`src/rtl/hs_ctrl_pkg.sv`:
```
// Shared definitions for the bundled-data receive handshake:
// FSM encoding, default synchroniser depth and a clog2 helper.
`timescale 1ns/1ps
package hs_ctrl_pkg;

    typedef enum logic {
        HS_IDLE = 1'b0,
        HS_ACK  = 1'b1
    } hs_state_e;

    localparam int HS_SYNC_STAGES = 2;

    function automatic int clog2(input int value);
        int r;
        r = 0;
        for (int i = 0; i < 31; i++) begin
            if ((1 << r) < value) r++;
        end
        return r;
    endfunction

endpackage

```
`src/rtl/hs_rx_fifo.sv`:
```
// First-word-fall-through receive FIFO with wrap-bit pointers;
// push into a full FIFO and pop from an empty one are ignored.
`timescale 1ns/1ps
module hs_rx_fifo
    import hs_ctrl_pkg::*;
#(
    parameter int DATA_W = 8,
    parameter int DEPTH  = 4
) (
    input  logic                    clk,
    input  logic                    rst,
    input  logic                    push_i,
    input  logic [DATA_W-1:0]       wdata_i,
    input  logic                    pop_i,
    output logic [DATA_W-1:0]       rdata_o,
    output logic                    full_o,
    output logic                    empty_o,
    output logic [clog2(DEPTH):0]   count_o
);

    localparam int AW = clog2(DEPTH);
    localparam logic [AW:0] PTR_ONE = {{AW{1'b0}}, 1'b1};

    logic [AW:0]       wr_q, wr_d;
    logic [AW:0]       rd_q, rd_d;
    logic [DATA_W-1:0] mem_q [DEPTH];
    logic              do_push;
    logic              do_pop;

    assign full_o  = (wr_q[AW-1:0] == rd_q[AW-1:0])
                   && (wr_q[AW] != rd_q[AW]);
    assign empty_o = (wr_q == rd_q);
    assign count_o = wr_q - rd_q;
    assign rdata_o = mem_q[rd_q[AW-1:0]];

    assign do_push = push_i && !full_o;
    assign do_pop  = pop_i && !empty_o;

    always_comb begin
        wr_d = wr_q;
        rd_d = rd_q;
        if (do_push) wr_d = wr_q + PTR_ONE;
        if (do_pop)  rd_d = rd_q + PTR_ONE;
    end

    always_ff @(posedge clk or negedge rst) begin
        if (!rst) begin
            wr_q <= '0;
            rd_q <= '0;
        end else begin
            wr_q <= wr_d;
            rd_q <= rd_d;
        end
    end

    // Storage needs no reset: empty pointers hide stale words.
    always_ff @(posedge clk) begin
        if (do_push) mem_q[wr_q[AW-1:0]] <= wdata_i;
    end

endmodule

```
`src/rtl/hs_rack_responder.sv`:
```
// Receiver for a four-phase bundled-data channel: synchronises Rreq,
// stores Rdata in a FIFO and returns Rack, withholding it while full.
`timescale 1ns/1ps
module hs_rack_responder
    import hs_ctrl_pkg::*;
#(
    parameter int DATA_W      = 8,
    parameter int SYNC_STAGES = HS_SYNC_STAGES,
    parameter int DEPTH       = 4
) (
    input  logic                    clk,
    input  logic                    rst,
    input  logic                    Rreq,
    input  logic [DATA_W-1:0]       Rdata,
    output logic                    Rack,
    output logic                    out_valid,
    output logic [DATA_W-1:0]       out_data,
    input  logic                    out_ready,
    output logic [clog2(DEPTH):0]   count,
    output logic                    proto_err
);

    logic [SYNC_STAGES-1:0] sync_q;
    logic                   req_s;
    logic                   req_prev_q;
    hs_state_e              state_q, state_d;
    logic                   err_q, err_d;
    logic                   push;
    logic                   pop;
    logic                   full;
    logic                   empty;

    assign req_s     = sync_q[SYNC_STAGES-1];
    assign Rack      = (state_q == HS_ACK);
    assign proto_err = err_q;
    assign out_valid = !empty;
    assign pop       = out_valid && out_ready;

    always_ff @(posedge clk or negedge rst) begin
        if (!rst) begin
            sync_q     <= '0;
            req_prev_q <= 1'b0;
            state_q    <= HS_IDLE;
            err_q      <= 1'b0;
        end else begin
            sync_q     <= {sync_q[SYNC_STAGES-2:0], Rreq};
            req_prev_q <= req_s;
            state_q    <= state_d;
            err_q      <= err_d;
        end
    end

    // A request seen falling while still unacknowledged was withdrawn.
    always_comb begin
        state_d = state_q;
        err_d   = err_q;
        push    = 1'b0;
        unique case (state_q)
            HS_IDLE: begin
                if (req_s) begin
                    if (!full) begin
                        state_d = HS_ACK;
                        push    = 1'b1;
                    end
                end else if (req_prev_q) begin
                    err_d = 1'b1;
                end
            end
            HS_ACK: begin
                if (!req_s) state_d = HS_IDLE;
            end
            default: state_d = HS_IDLE;
        endcase
    end

    hs_rx_fifo #(
        .DATA_W (DATA_W),
        .DEPTH  (DEPTH)
    ) u_fifo (
        .clk     (clk),
        .rst     (rst),
        .push_i  (push),
        .wdata_i (Rdata),
        .pop_i   (pop),
        .rdata_o (out_data),
        .full_o  (full),
        .empty_o (empty),
        .count_o (count)
    );

endmodule

```
`config.mk`:
```
export PLATFORM = sky130hd
export DESIGN_NAME = hs_rack_responder
export DESIGN_NICKNAME = d
export VERILOG_FILES = /design/src/rtl/hs_ctrl_pkg.sv /design/src/rtl/hs_rx_fifo.sv /design/src/rtl/hs_rack_responder.sv
export SDC_FILE = /design/constraint.sdc
export NUM_CORES = 1
export LEC_CHECK = 0
export ABC_AREA = 1
export CORE_ASPECT_RATIO = 1.4
export CORE_MARGIN = 2
export CORE_UTILIZATION = 45
export CTS_CLUSTER_SIZE = 25
export DETAILED_ROUTE_END_ITERATION = 12
export PLACE_DENSITY = 0.7
export SLEW_MARGIN = 10
export SYNTH_ARGS = -nofsm -noshare
export SYNTH_HDL_FRONTEND = slang
export SYNTH_SLANG_ARGS = --single-unit
```
`constraint.sdc`:
```
create_clock -name clk -period 2.7 [get_ports clk]
set_input_delay 0.54 -clock clk [delete_from_list [all_inputs] [get_ports clk]]
set_output_delay 0.54 -clock clk [all_outputs]
set_load 0.01 [all_outputs]
```
# Yosys cells after proc, flatten, opt, wreduce, memory -nomap -nowiden
# Memory sizes are Yosys's and may differ from the RTL's.
# Index checks and enable logic that the tools add are counted.
# Widths: inputs -> output; s select.
op_classes:
  n_addsub: 3
  n_mul: 0
  n_div: 0
  order_cmp: 0
  eq_ne: 3
  n_shift: 0
  n_mux: 7
  bitwise_logic: 2
  n_reduce_logical: 7
ops:
  columns: ["cell", "n"]
  rows:
  - ["$add 3x1->3 const B", 2]
  - ["$mux 1", 6]
  - ["$logic_and 1x1->1", 4]
  - ["$eq 3x3->1", 1]
  - ["$reduce_and 3->1", 1]
  - ["$sub 3x3->3", 1]
  - ["$eq 2x2->1", 1]
  - ["$logic_not 1->1", 2]
  - ["$not 1->1", 2]
  - ["$pmux 1 s2", 1]
  - ["$ne 1x1->1", 1]
word_totals:
  ff_bits: 11
  latch_bits: 0
  ramBits: 32
  romBits: 0
  input_bits: 12
  output_inout_bits: 14
  mem_count: 1
mem_list:
  columns: ["memory", "depth", "width", "read_ports", "rd_ports_with_merged_regs", "write_ports", "line", "source"]
  rows:
  - ["u_fifo.mem_q", 4, 8, 1, 0, 1, "hs_rx_fifo.sv:26", "logic [DATA_W-1:0] mem_q [DEPTH];"]

# Logic depth before layout (Yosys ltp)
logic_depth:
  word_depth: 8
  ltp_mapped: 9
  ltp_nobuf: 8

# Cells and area by module
# A second synthesis with hierarchy kept.
unflattened:
  cells_unflattened: 157
  hier_area_um2: 1861.8
modules_own_cells:
  columns: ["mod", "instances", "cells_per_inst", "area_per_inst_um2", "seq_area_each_um2"]
  rows:
  - ["hs_rx_fifo", 1, 141, 1692.9, 1111.1]
  - ["hs_rack_responder", 1, 16, 168.9, 125.1]

# Least setup slack after synthesis
# OpenSTA, ideal clock, no wires.
synth_timing:
  kind: "register -> register"
  start: "register u_fifo.rd_q[1]"
  end: "memory u_fifo.mem_q[0][0], enable pin"
  arrival_ns: 1.615
  required_ns: 2.329
  slack_ns: 0.714
  path_stages_with_launch: 9
  path_buffers: 1
  cell_sequence: "dfrtp_1 -> buf_2 -> inv_1 -> ha_1 -> nand2_1 -> inv_1 -> nand3_2 -> nand2_4 -> nor2_1"
synth_via:
  elab_chain_cells: 8
  word_cells_on_any_way: 9
  classes_between: "eq/ne: 1; mux: 5; reduce/logical: 3"
synth_lines:
  columns: ["item", "line", "source"]
  rows:
  - ["start: declaration", "hs_rx_fifo.sv:25", "logic [AW:0] rd_q, rd_d;"]
  - ["start signal: assignment", "hs_rx_fifo.sv:52", "rd_q <= rd_d;"]
  - ["$eq 2x2->1 *", "hs_rx_fifo.sv:30", "assign full_o = (wr_q[AW-1:0] == rd_q[AW-1:0])"]
  - ["$logic_and 1x1->1 *", "hs_rx_fifo.sv:31", "&& (wr_q[AW] != rd_q[AW]);"]
  - ["$mux 1", "hs_rack_responder.sv:61", "if (!full) begin"]
  - ["$mux 1", "hs_rack_responder.sv:60", "if (req_s) begin"]
  - ["$mux 1", "hs_rack_responder.sv:58", "unique case (state_q)"]
  - ["$logic_and 1x1->1 *", "hs_rx_fifo.sv:36", "assign do_push = push_i && !full_o;"]
  - ["$mux 1 *", "hs_rx_fifo.sv:58", "if (do_push) mem_q[wr_q[AW-1:0]] <= wdata_i;"]
  - ["$mux 1 (not written as such) *", "hs_rx_fifo.sv:58", null]
  - ["end: declaration", "hs_rx_fifo.sv:26", null]
# Mark *: on every way between the ends. The rest lies on a longest branch, timed or not.

# Worst setup path in the final report
layout_timing:
  start: "register u_fifo.wr_q[0]"
  end: "output port count[1]"
layout_via:
  elab_chain_cells: 1
layout_lines:
  columns: ["item", "line", "source"]
  rows:
  - ["start: declaration", "hs_rx_fifo.sv:24", "logic [AW:0] wr_q, wr_d;"]
  - ["start signal: assignment", "hs_rx_fifo.sv:51", "wr_q <= wr_d;"]
  - ["$sub 3x3->3", "hs_rx_fifo.sv:33", "assign count_o = wr_q - rd_q;"]
  - ["end: declaration", "hs_rack_responder.sv:19", "output logic [clog2(DEPTH):0] count,"]
# No other way between the ends.

==> results.toml <==
[synthesis]
synth_warnings = 0
netlist_area_sq_um = 1810
synth_nets = 168
synth_top_area_cell = "edfxtp_1"
ys_ff_latch = 43
synth_area_leaders = "edfxtp_1, dfrtp_1, ha_1, nor2_1, o21ai_0"
syn_avg_cell_area_sq_um = 12.2
ys_seq_area_share_pct = 68.2
ys_types = 20
synth_top_cell_area_share_pct = 53.0
synthCells = 148

[global_route]
grt_pass1_vias = 1191
grt_overflow = 0
track_usage_pct = 16.5
grt_max_degree = 20
antenna_found_initial = 0
grt_pass1_wl_um = 5470

[setup_path]
worst-r2r-cell-count = 8
cp.buffers_inverters = 3
path_class = "flop to output port"
path_depth = 5
path_cells = "inv_1, ha_1, fa_1, inv_1, clkdlybuf4s50_1"
cp_top_family = "buffers and inverters"
required_ps = 2160
start_kind = "flop"
arrival_ps = 2000
slowest_delay_ps = 530
cp_max_fo = 4
crit_slowest_cell = "clkdlybuf4s50_1"
cpMostUsedCell = "inv_1"
critPathCaptureType = "output port"

[sta]
setup_viol = 0
min_period_over_period_pct = 94.2
holdWs_ps = 363
hold_violations = 0
tightest_slew_ps = 492
timing.fmax_ghz = 0.393
timing.final.max_slew_violations = 0
skew_ps = 7.98
period_minus_slack_ps = 2540
tns_ps = 0
slew_headroom_pct = 67.1
rsz0062_at_grt = "false"

[drt]
drt_wl_total_um = 3330
first_iter_violations = 60
drc = 0
via_count = 1193
first_pass_iters = 4
viasPerCell = 5.21
wl_per_cell_um = 14.6
drt.antenna.violating_nets = 0

[floorplanning]
fp.coreArea_sq_um = 3880
dieWidth_um = 57.6
die_y_um = 79.1
dieArea_sq_um = 4560
fp-row-count = 27
initial_utilization_pct = 46.7
io_pins = 26

[worst_hold_path]
hold-path-cell-count = 0
min_path_type = "flop to flop"

[job]
cap_violations = 0

[clock_network]
cts_sinks = 43
htreeDepth = 2
cts_setup_buffers = 0
cts-buffers-inserted = 5
cts_tree = "yes"
clk-insertion-delay-late_ps = 290
cts-root-buf = "clkbuf_8"
clockBufferDepth = 2
path_clk_slew_ps = 80

[placed_design]
dpl.hpwl_um = 2290
io_buffers = 25
place_congestion = 0.730
place_area_sq_um = 2160

[layout]
final_common_cell = "edfxtp_1"
syn_to_final_growth_pct = 26.4
num-nets-final = 205
drive_gt1_share_pct = 11.8
insertedDiodeCount = 0
fin_util_pct = 59.0
postLayoutCellArea_sq_um = 2290
final_cell_mix = "edfxtp_1, clkdlybuf4s50_1, nor2_1, nand2_1, o21ai_0"
nFillCells = 316

[pwr]
power_mw = 2.68
power.static_leakage_nw = 0.936
ir_drop_v = 0.000676
power_density_nw_per_um2 = 1170

[status]
outcome = "completed"
[cell usage after synthesis, drive strengths merged]
| master | instances |
|---|---|
| nand3 | 8 |
| ha | 7 |
| dfrtp | 11 |
| nor2 | 21 |
| edfxtp | 32 |
| buf | 4 |
| inv | 15 |
| o21ai | 17 |
| a31o | 1 |
| nand2 | 20 |
| fa | 1 |
| o22ai | 8 |
| xor2 | 3 |
[power breakdown]
group          internal [mW]  total [mW]  switching, mW
combinational          0.552        1.18          0.633
sequential             0.850       0.923         0.0734
clock                  0.369       0.573          0.204
total                   1.77        2.68          0.910
[per-stage QoR]
step,std cells,setup slack (ps)
after global routing,229,34.5
final,229,157
after CTS,229,63.1
after global placement,221,413
after floorplan,148,714
after detailed placement,221,388
[cell families (layout without fill, tap and decap cells)]
family	count (synthesis)	count (layout)	share of synthesized area, %
and+or+nand+nor	49	49	11.8
DFF	43	43	68.2
AOI/OAI and AO/OA	26	26	7.94
buffers and inverters	19	57	4.69
adders and majority gates	8	8	5.93
xor gates and xnor gates	3	3	1.45
[metal layers]
layer  track usage, %  share of wire (%)  up-vias
li1                 -                  -      580
met1             17.6                 38      572
met2             28.7                 54       37
met3             5.21                6.4        4
met4             8.14                1.1        0
met5                0                  0        -
[state kept, by name, summed over array words and instances (netlist names)]
register	flops
Rack	1
sync_q	2
u_fifo.mem_q	32
u_fifo.wr_q	3
u_fifo.rd_q	3
proto_err	1
req_prev_q	1
[worst register-to-register path, delay by kind of cell (launching register included)]
kind,cells,cell delay [ps]
fa+ha+maj,1,290
buf+inv,3,320
flops,1,460
simple gates,4,440
[final timing paths]
check / slack [ps] / to / startpoint
setup / recovery: 160 / count[1] / u_fifo.wr_q[0]
hold / removal: 360 / sync_q[1] / sync_q[0]
setup reg to reg: 890 / u_fifo.mem_q[0][7] / u_fifo.rd_q[1]
hold reg to reg: 360 / sync_q[1] / sync_q[0]
max in group asynchronous: 1790 / req_prev_q / rst
min in group asynchronous: 570 / u_fifo.rd_q[2] / rst
[cell type report]
class,instances,area [sq um],area share [%]
Clock buffer,6,72.6,3.17
Clock inverter,2,60.1,2.62
Inverter,15,56.3,2.46
Multi-Input combinational cell,86,492,21.5
Sequential cell,43,1240,54.0
Tap cell,43,53.8,2.35
Timing Repair Buffer,34,320,14.0
[what timing repair did]
item / in CTS / in global routing
resized for setup: 0 / 1
hold buffers: 0 / 0
endpoints found under the setup margin: 0 / 1
endpoints found under the hold margin: 0 / 0
Note: power is estimated with default switching activity, not from simulation.
